**config.mk**
```make
export PLATFORM = sky130hd
export DESIGN_NAME = if_id_skid_reg
export DESIGN_NICKNAME = d
export VERILOG_FILES = /design/src/rtl/cpu_pkg.sv /design/src/rtl/pipe_slot.sv /design/src/rtl/if_id_skid_reg.sv
export SDC_FILE = /design/constraint.sdc
export NUM_CORES = 1
export LEC_CHECK = 0
export CAP_MARGIN = 15
export CORE_MARGIN = 1
export CORE_UTILIZATION = 40
export DETAILED_ROUTE_END_ITERATION = 8
export GPL_ROUTABILITY_DRIVEN = 0
export PLACE_DENSITY = 0.7
export SYNTH_ARGS = -nofsm -noshare
export SYNTH_HDL_FRONTEND = slang
export SYNTH_SLANG_ARGS = --single-unit
export TNS_END_PERCENT = 100
```
**constraint.sdc**
```tcl
create_clock -name clk -period 19.6 [get_ports clk]
set_input_delay 3.92 -clock clk [delete_from_list [all_inputs] [get_ports clk]]
set_output_delay 3.92 -clock clk [all_outputs]
set_load 0.03 [all_outputs]
```
**src/rtl/cpu_pkg.sv**
```systemverilog
// Shared CPU definitions for the fetch/decode boundary.
//   WIDTH        : native datapath width (PC and instruction word)
//   NOP_INST     : instruction shown to decode when no beat is valid
//                  (MIPS sll $0,$0,0 encodes as all zeros)
//   PC_INC       : sequential PC increment in bytes
//   fetch_beat_t : one fetched beat {pc, inst}
package cpu_pkg;

    localparam int              WIDTH    = 32;
    localparam logic [WIDTH-1:0] NOP_INST = 32'h0000_0000;
    localparam int              PC_INC   = 4;

    typedef struct packed {
        logic [WIDTH-1:0] pc;
        logic [WIDTH-1:0] inst;
    } fetch_beat_t;

endpackage

```
**src/rtl/pipe_slot.sv**
```systemverilog
// Single pipeline slot: a beat register plus its valid flag.
//   clk, rst : clock, asynchronous active-high reset (clears valid and data)
//   load     : capture d and mark the slot valid
//   clr      : mark the slot empty (data left stale); wins over load
//   d        : beat to capture
//   vld, q   : registered valid flag and beat
module pipe_slot
    import cpu_pkg::*;
#(
    parameter type beat_t = fetch_beat_t
) (
    input  logic  clk,
    input  logic  rst,
    input  logic  load,
    input  logic  clr,
    input  beat_t d,
    output logic  vld,
    output beat_t q
);

    always_ff @(posedge clk or posedge rst) begin
        if (rst) begin
            vld <= 1'b0;
            q   <= '0;
        end else if (clr) begin
            vld <= 1'b0;
        end else if (load) begin
            vld <= 1'b1;
            q   <= d;
        end
    end

endmodule

```
**src/rtl/if_id_skid_reg.sv**
```systemverilog
// IF/ID pipeline register with a one-entry skid buffer.
// Holds {pc, inst, pc+4} between fetch and decode with a valid/ready
// handshake. in_ready is driven from registered state only, so a decode
// stall reaches fetch one cycle late; the skid slot catches the beat fetch
// sent during that cycle. flush empties both slots and drops the incoming
// beat. Debug counters track stall cycles and flush cycles.
//   clk, rst          : clock, asynchronous active-high reset
//   in_valid/in_ready : fetch-side handshake
//   in_pc, in_inst    : fetched beat
//   flush             : discard held and incoming beats
//   id_valid/id_ready : decode-side handshake
//   id_pc, id_pc4     : held PC and registered PC+4
//   id_inst           : held instruction, NOP_INST when not valid
//   stall_cnt         : cycles with id_valid & ~id_ready (not counted on flush)
//   flush_cnt         : cycles with flush asserted
module if_id_skid_reg
    import cpu_pkg::*;
#(
    parameter int               WIDTH    = cpu_pkg::WIDTH,
    parameter logic [WIDTH-1:0] NOP_INST = cpu_pkg::NOP_INST,
    parameter int               CNT_W    = 32
) (
    input  logic             clk,
    input  logic             rst,
    input  logic             in_valid,
    output logic             in_ready,
    input  logic [WIDTH-1:0] in_pc,
    input  logic [WIDTH-1:0] in_inst,
    input  logic             flush,
    output logic             id_valid,
    input  logic             id_ready,
    output logic [WIDTH-1:0] id_pc,
    output logic [WIDTH-1:0] id_pc4,
    output logic [WIDTH-1:0] id_inst,
    output logic [CNT_W-1:0] stall_cnt,
    output logic [CNT_W-1:0] flush_cnt
);

    typedef struct packed {
        logic [WIDTH-1:0] pc;
        logic [WIDTH-1:0] inst;
    } beat_t;

    beat_t            in_beat;
    beat_t            out_d;
    beat_t            out_q;
    beat_t            skd_q;
    logic             out_vld;
    logic             skd_vld;
    logic             out_load;
    logic             out_clr;
    logic             skd_load;
    logic             skd_clr;
    logic             accept;
    logic             drain;
    logic [WIDTH-1:0] pc4_r;

    assign in_beat = '{pc: in_pc, inst: in_inst};
    assign in_ready = ~skd_vld;
    assign accept   = in_valid & in_ready;
    assign drain    = out_vld & id_ready;

    // Slot control: flush first, then refill a free OUT (skid beat has
    // priority to keep order), otherwise park an accepted beat in SKD.
    always_comb begin
        out_load = 1'b0;
        out_clr  = 1'b0;
        skd_load = 1'b0;
        skd_clr  = 1'b0;
        out_d    = in_beat;
        if (flush) begin
            out_clr = 1'b0 | 1'b1;
            skd_clr = 1'b1;
        end else if (!out_vld || drain) begin
            if (skd_vld) begin
                out_load = 1'b1;
                out_d    = skd_q;
                if (accept) skd_load = 1'b1;
                else        skd_clr  = 1'b1;
            end else if (accept) begin
                out_load = 1'b1;
            end else begin
                out_clr = 1'b1;
            end
        end else if (accept) begin
            skd_load = 1'b1;
        end
    end

    // ---- OUT / SKD register stage ----
    pipe_slot #(.beat_t(beat_t)) u_out (
        .clk  (clk),
        .rst  (rst),
        .load (out_load),
        .clr  (out_clr),
        .d    (out_d),
        .vld  (out_vld),
        .q    (out_q)
    );

    pipe_slot #(.beat_t(beat_t)) u_skd (
        .clk  (clk),
        .rst  (rst),
        .load (skd_load),
        .clr  (skd_clr),
        .d    (in_beat),
        .vld  (skd_vld),
        .q    (skd_q)
    );

    // pc+4 is computed as OUT loads so decode sees it straight from a flop.
    always_ff @(posedge clk or posedge rst) begin
        if (rst) begin
            pc4_r <= '0;
        end else if (out_load) begin
            pc4_r <= out_d.pc + WIDTH'(PC_INC);
        end
    end

    always_ff @(posedge clk or posedge rst) begin
        if (rst) begin
            stall_cnt <= '0;
            flush_cnt <= '0;
        end else begin
            if (out_vld && !id_ready && !flush) stall_cnt <= stall_cnt + CNT_W'(1);
            if (flush)                          flush_cnt <= flush_cnt + CNT_W'(1);
        end
    end

    assign id_valid = out_vld;
    assign id_pc    = out_q.pc;
    assign id_pc4   = pc4_r;
    assign id_inst  = out_vld ? out_q.inst : NOP_INST;

endmodule

```
==> flow_summary_export.csv <==
group,metric,value,unit
route,dr.pass1.iters,6,
clock_network,post_cts_hold_buffer_count,0,
run_status,outcome,"finished clean",
setup_path,timing.critical_path.arrival,8.15,ns
route,drc_errors,0,
logic_synthesis,synth-compound-area-share,8.78,%
route,postRouteWirelength,26500,um
logic_synthesis,postSynth.topFlopCell,"sky130_fd_sc_hd__dfrtp_1",
logic_synthesis,synth_mux_area_share,9.03,%
logic_synthesis,netlist_top_cells_area,"sky130_fd_sc_hd__dfrtp_1, sky130_fd_sc_hd__mux2_2, sky130_fd_sc_hd__nand2_1",
timing,period_minus_slack,7.75,ns
logic_synthesis,number_of_synthesized_flops_with_an_enable_pin,0,
job,maxCapViolations,0,
setup_path,timing.reg2reg.setup_slack,15.59,ns
timing,fin_skew,0.0131,ns
timing,final-max-slew-violation-count,0,
route,detail_route.wl_per_cell,17.0,um
setup_path,worstPathRequired,20.01,ns
logic_synthesis,post_synth.cell_area_avg,10.4,um2
power_and_ir_drop,p_leak,5.88,nW
die,initial_utilization,40.7,%
clock_network,cts-buffers-inserted,25,
logic_synthesis,yosys.area_share.xor_xnor,7.84,%
timing,slew_headroom,33.4,%
logic_synthesis,synthAdderAreaFrac,0.354,%
timing,setup_repair_after_global_routing_missed_its_margin,"false",
final_layout,layout-drive-gt1-share,9.95,%
global_routing,antenna_violations_before_repair,2,
logic_synthesis,synthesis.area,0.0106,mm2
placed_design,buffer_ports.inserted,230,
clock_network,cts_tree,"yes",
global_routing,globalRouteTotalUtil,19.6,%
logic_synthesis,netlist_cell_types,51,
clock_network,clk_pin_slew,0.06,ns
setup_path,worstSetupStartpointType,"input port",
logic_synthesis,synthDominantAreaCellType,"sky130_fd_sc_hd__dfrtp_1",
global_routing,first_global_vias,7999,
logic_synthesis,count_of_yosys_warnings_during_synthesis,0,
logic_synthesis,area_share_of_and_or_nand_nor_cells_after_synthesis,16.0,%
final_layout,final_nets,1273,
route,drt_iter0_drc,712,
clock_network,ctsHtreeMaxLevel,1,
timing,setup_tns,0,ns
final_layout,finalCoreUtilization,52.9,%
hold_path,hold_path_class,"register to register",
clock_network,cts-resized-gates,0,
placed_design,dp_hpwl,18400,um
setup_path,crit_path_end_kind,"register",
logic_synthesis,ys_seq_elements,226,
power_and_ir_drop,max-vdd-ir-drop,0.0963,mV
timing,layout_worst_path_cycle_share,39.5,%
die,fp.coreArea,0.0261,mm2
global_routing,grt_remaining_overflow,0,
logic_synthesis,synth.top_cell.area_share,53.3,%
die,die-height,165,um
timing,setup_viol,0,
global_routing,pin_count_of_the_biggest_net_entering_global_routing,101,
logic_synthesis,synthesis.nets,1091,
logic_synthesis,synth_top_family_by_area,"simple AND/OR/NAND/NOR gates",
setup_path,crit_path_max_fanout,62,
logic_synthesis,post_synth_inst_count,1019,
clock_network,clock_latency,0.52,ns
power_and_ir_drop,p_total,1.36,mW
timing,worst-slew-pin-transition,0.999,ns
route,drt-vias-per-instance,5.22,
route,drt.antenna.violating_nets,0,
timing,final-hold-violation-count,0,
clock_network,post-cts-setup-buffers,0,
die,die_w,165,um
clock_network,clkSinkCount,226,
logic_synthesis,synth_sequential_area_ratio,53.3,%
die,std_cell_rows,59,
logic_synthesis,asyncSetResetFlopFracSynth,100,%
die,dieArea,0.0272,mm2
route,route.vias.total,8112,
final_layout,synthToLayoutAreaGrowth,29.8,%
power_and_ir_drop,power.density,98.8,mW/mm2
die,ioPinCount,231,
timing,fmax,129,MHz
setup_path,criticalPathCategory,"input port to register",
global_routing,global_route_wire_length_before_repair,42300,um
clock_network,cts.root.buffer_cell,"sky130_fd_sc_hd__clkbuf_16",
clock_network,cts_buffer_depth,3,
per-layer routing:
metal	wire [um]	GRT usage, %
met5	0	0
met4	572	5.50
met3	1450	3.06
met2	12600	32.7
met1	11900	26.3
layout make-up:
cell class                      instances  area, um2
Sequential cell                       226       5660
Fill cell                            2320      12300
Clock inverter                          7       88.8
Multi-Input combinational cell        699       4490
Inverter                               13       56.3
Antenna cell                            2       5.00
Tap cell                              335        419
Timing Repair Buffer                  236       2350
Clock buffer                           35        723
cell usage in the layout (no fill, tap or decap), types with 2 or more instances in the layout:
master	count
sky130_fd_sc_hd__and3_1	16
sky130_fd_sc_hd__mux2i_1	20
sky130_fd_sc_hd__or3_1	2
sky130_fd_sc_hd__ha_1	3
sky130_fd_sc_hd__mux2_2	66
sky130_fd_sc_hd__and2_1	37
sky130_fd_sc_hd__nor4_1	7
sky130_fd_sc_hd__clkbuf_1	4
sky130_fd_sc_hd__o221ai_1	2
sky130_fd_sc_hd__o22a_1	3
sky130_fd_sc_hd__a32oi_1	3
sky130_fd_sc_hd__nand2b_1	2
sky130_fd_sc_hd__clkinv_2	4
sky130_fd_sc_hd__inv_1	12
sky130_fd_sc_hd__bufinv_16	2
sky130_fd_sc_hd__nor2_1	46
sky130_fd_sc_hd__o22ai_1	32
sky130_fd_sc_hd__diode_2	2
sky130_fd_sc_hd__nand2_1	157
sky130_fd_sc_hd__nor3_1	15
sky130_fd_sc_hd__and4_1	7
sky130_fd_sc_hd__clkbuf_8	6
sky130_fd_sc_hd__nand4_1	23
sky130_fd_sc_hd__a21o_1	2
sky130_fd_sc_hd__o21ai_0	80
sky130_fd_sc_hd__o31ai_1	2
sky130_fd_sc_hd__xor2_1	46
sky130_fd_sc_hd__nand3_1	31
sky130_fd_sc_hd__buf_4	6
sky130_fd_sc_hd__clkbuf_16	25
sky130_fd_sc_hd__dfrtp_1	226
sky130_fd_sc_hd__a21oi_1	8
sky130_fd_sc_hd__and2b_1	2
sky130_fd_sc_hd__xnor2_1	49
sky130_fd_sc_hd__a211oi_1	2
sky130_fd_sc_hd__a31oi_1	15
sky130_fd_sc_hd__clkdlybuf4s50_1	230
state kept, by name (all words and copies together), names as in the netlist:
signal	cells
u_skd.q	64
u_out.vld	1
flush_cnt	32
u_out.q	64
id_pc4	32
u_skd.vld	1
stall_cnt	32
where the power goes:
part	total (mW)	internal [mW]	switching [mW]
clock network	0.463	0.281	0.182
logic	0.290	0.133	0.157
registers	0.608	0.544	0.0643
total	1.36	0.958	0.403
kinds of logic after synthesis:
group           after synthesis
compound gates              158
mux                          87
xor+xnor                     95
buf+inv                      94
fa+ha+maj                     3
simple gates                356
flops                       226
final timing paths:
path | startpoint | end | depth (start not counted)
worst max-delay path | flush | id_pc4[29] | 8
worst min-delay path | u_out.q[21] | u_out.q[21] | 2
worst max register to register | u_out.vld | id_pc4[29] | 7
worst min register to register | u_out.q[21] | u_out.q[21] | 2
max in group asynchronous | rst | id_pc4[14] | 3
min in group asynchronous | rst | stall_cnt[6] | 2
critical path, stage by stage:
cell and delay [ns]:
sky130_fd_sc_hd__clkdlybuf4s50_1 0.68, sky130_fd_sc_hd__nand2b_2 0.81, sky130_fd_sc_hd__nor2_4 0.66, sky130_fd_sc_hd__buf_4 0.71
sky130_fd_sc_hd__mux2_4 0.39, sky130_fd_sc_hd__or3_1 0.38, sky130_fd_sc_hd__o31a_1 0.29, sky130_fd_sc_hd__o31ai_1 0.23
synth_stat cells (all sizes together), types with 7 or more instances:
master  number
dfrtp      226
nand2      157
o21ai       80
mux2        67
buf         49
xnor2       49
nor2        47
xor2        46
and2        38
clkbuf      32
nand3       32
o22ai       32
nand4       23
mux2i       20
and3        16
nor3        16
a31oi       15
inv         13
a21oi        8
nor4         8
and4         7
stage by stage:
stage / cells / cell area, um2 / setup slack [ns] / hold WS (ns)
after floorplan: 1019 / 10600 / 9.49 / 0.442
after global placement: 1509 / 13000 / 11.45 / 0.453
after detailed placement: 1509 / 13000 / 11.28 / 0.463
after CTS: 1551 / 13800 / 11.84 / 0.473
after global routing: 1552 / 13800 / 11.62 / 0.495
final: 1553 / 13800 / 11.85 / 0.468
Note: power is estimated with default switching activity, not from simulation.
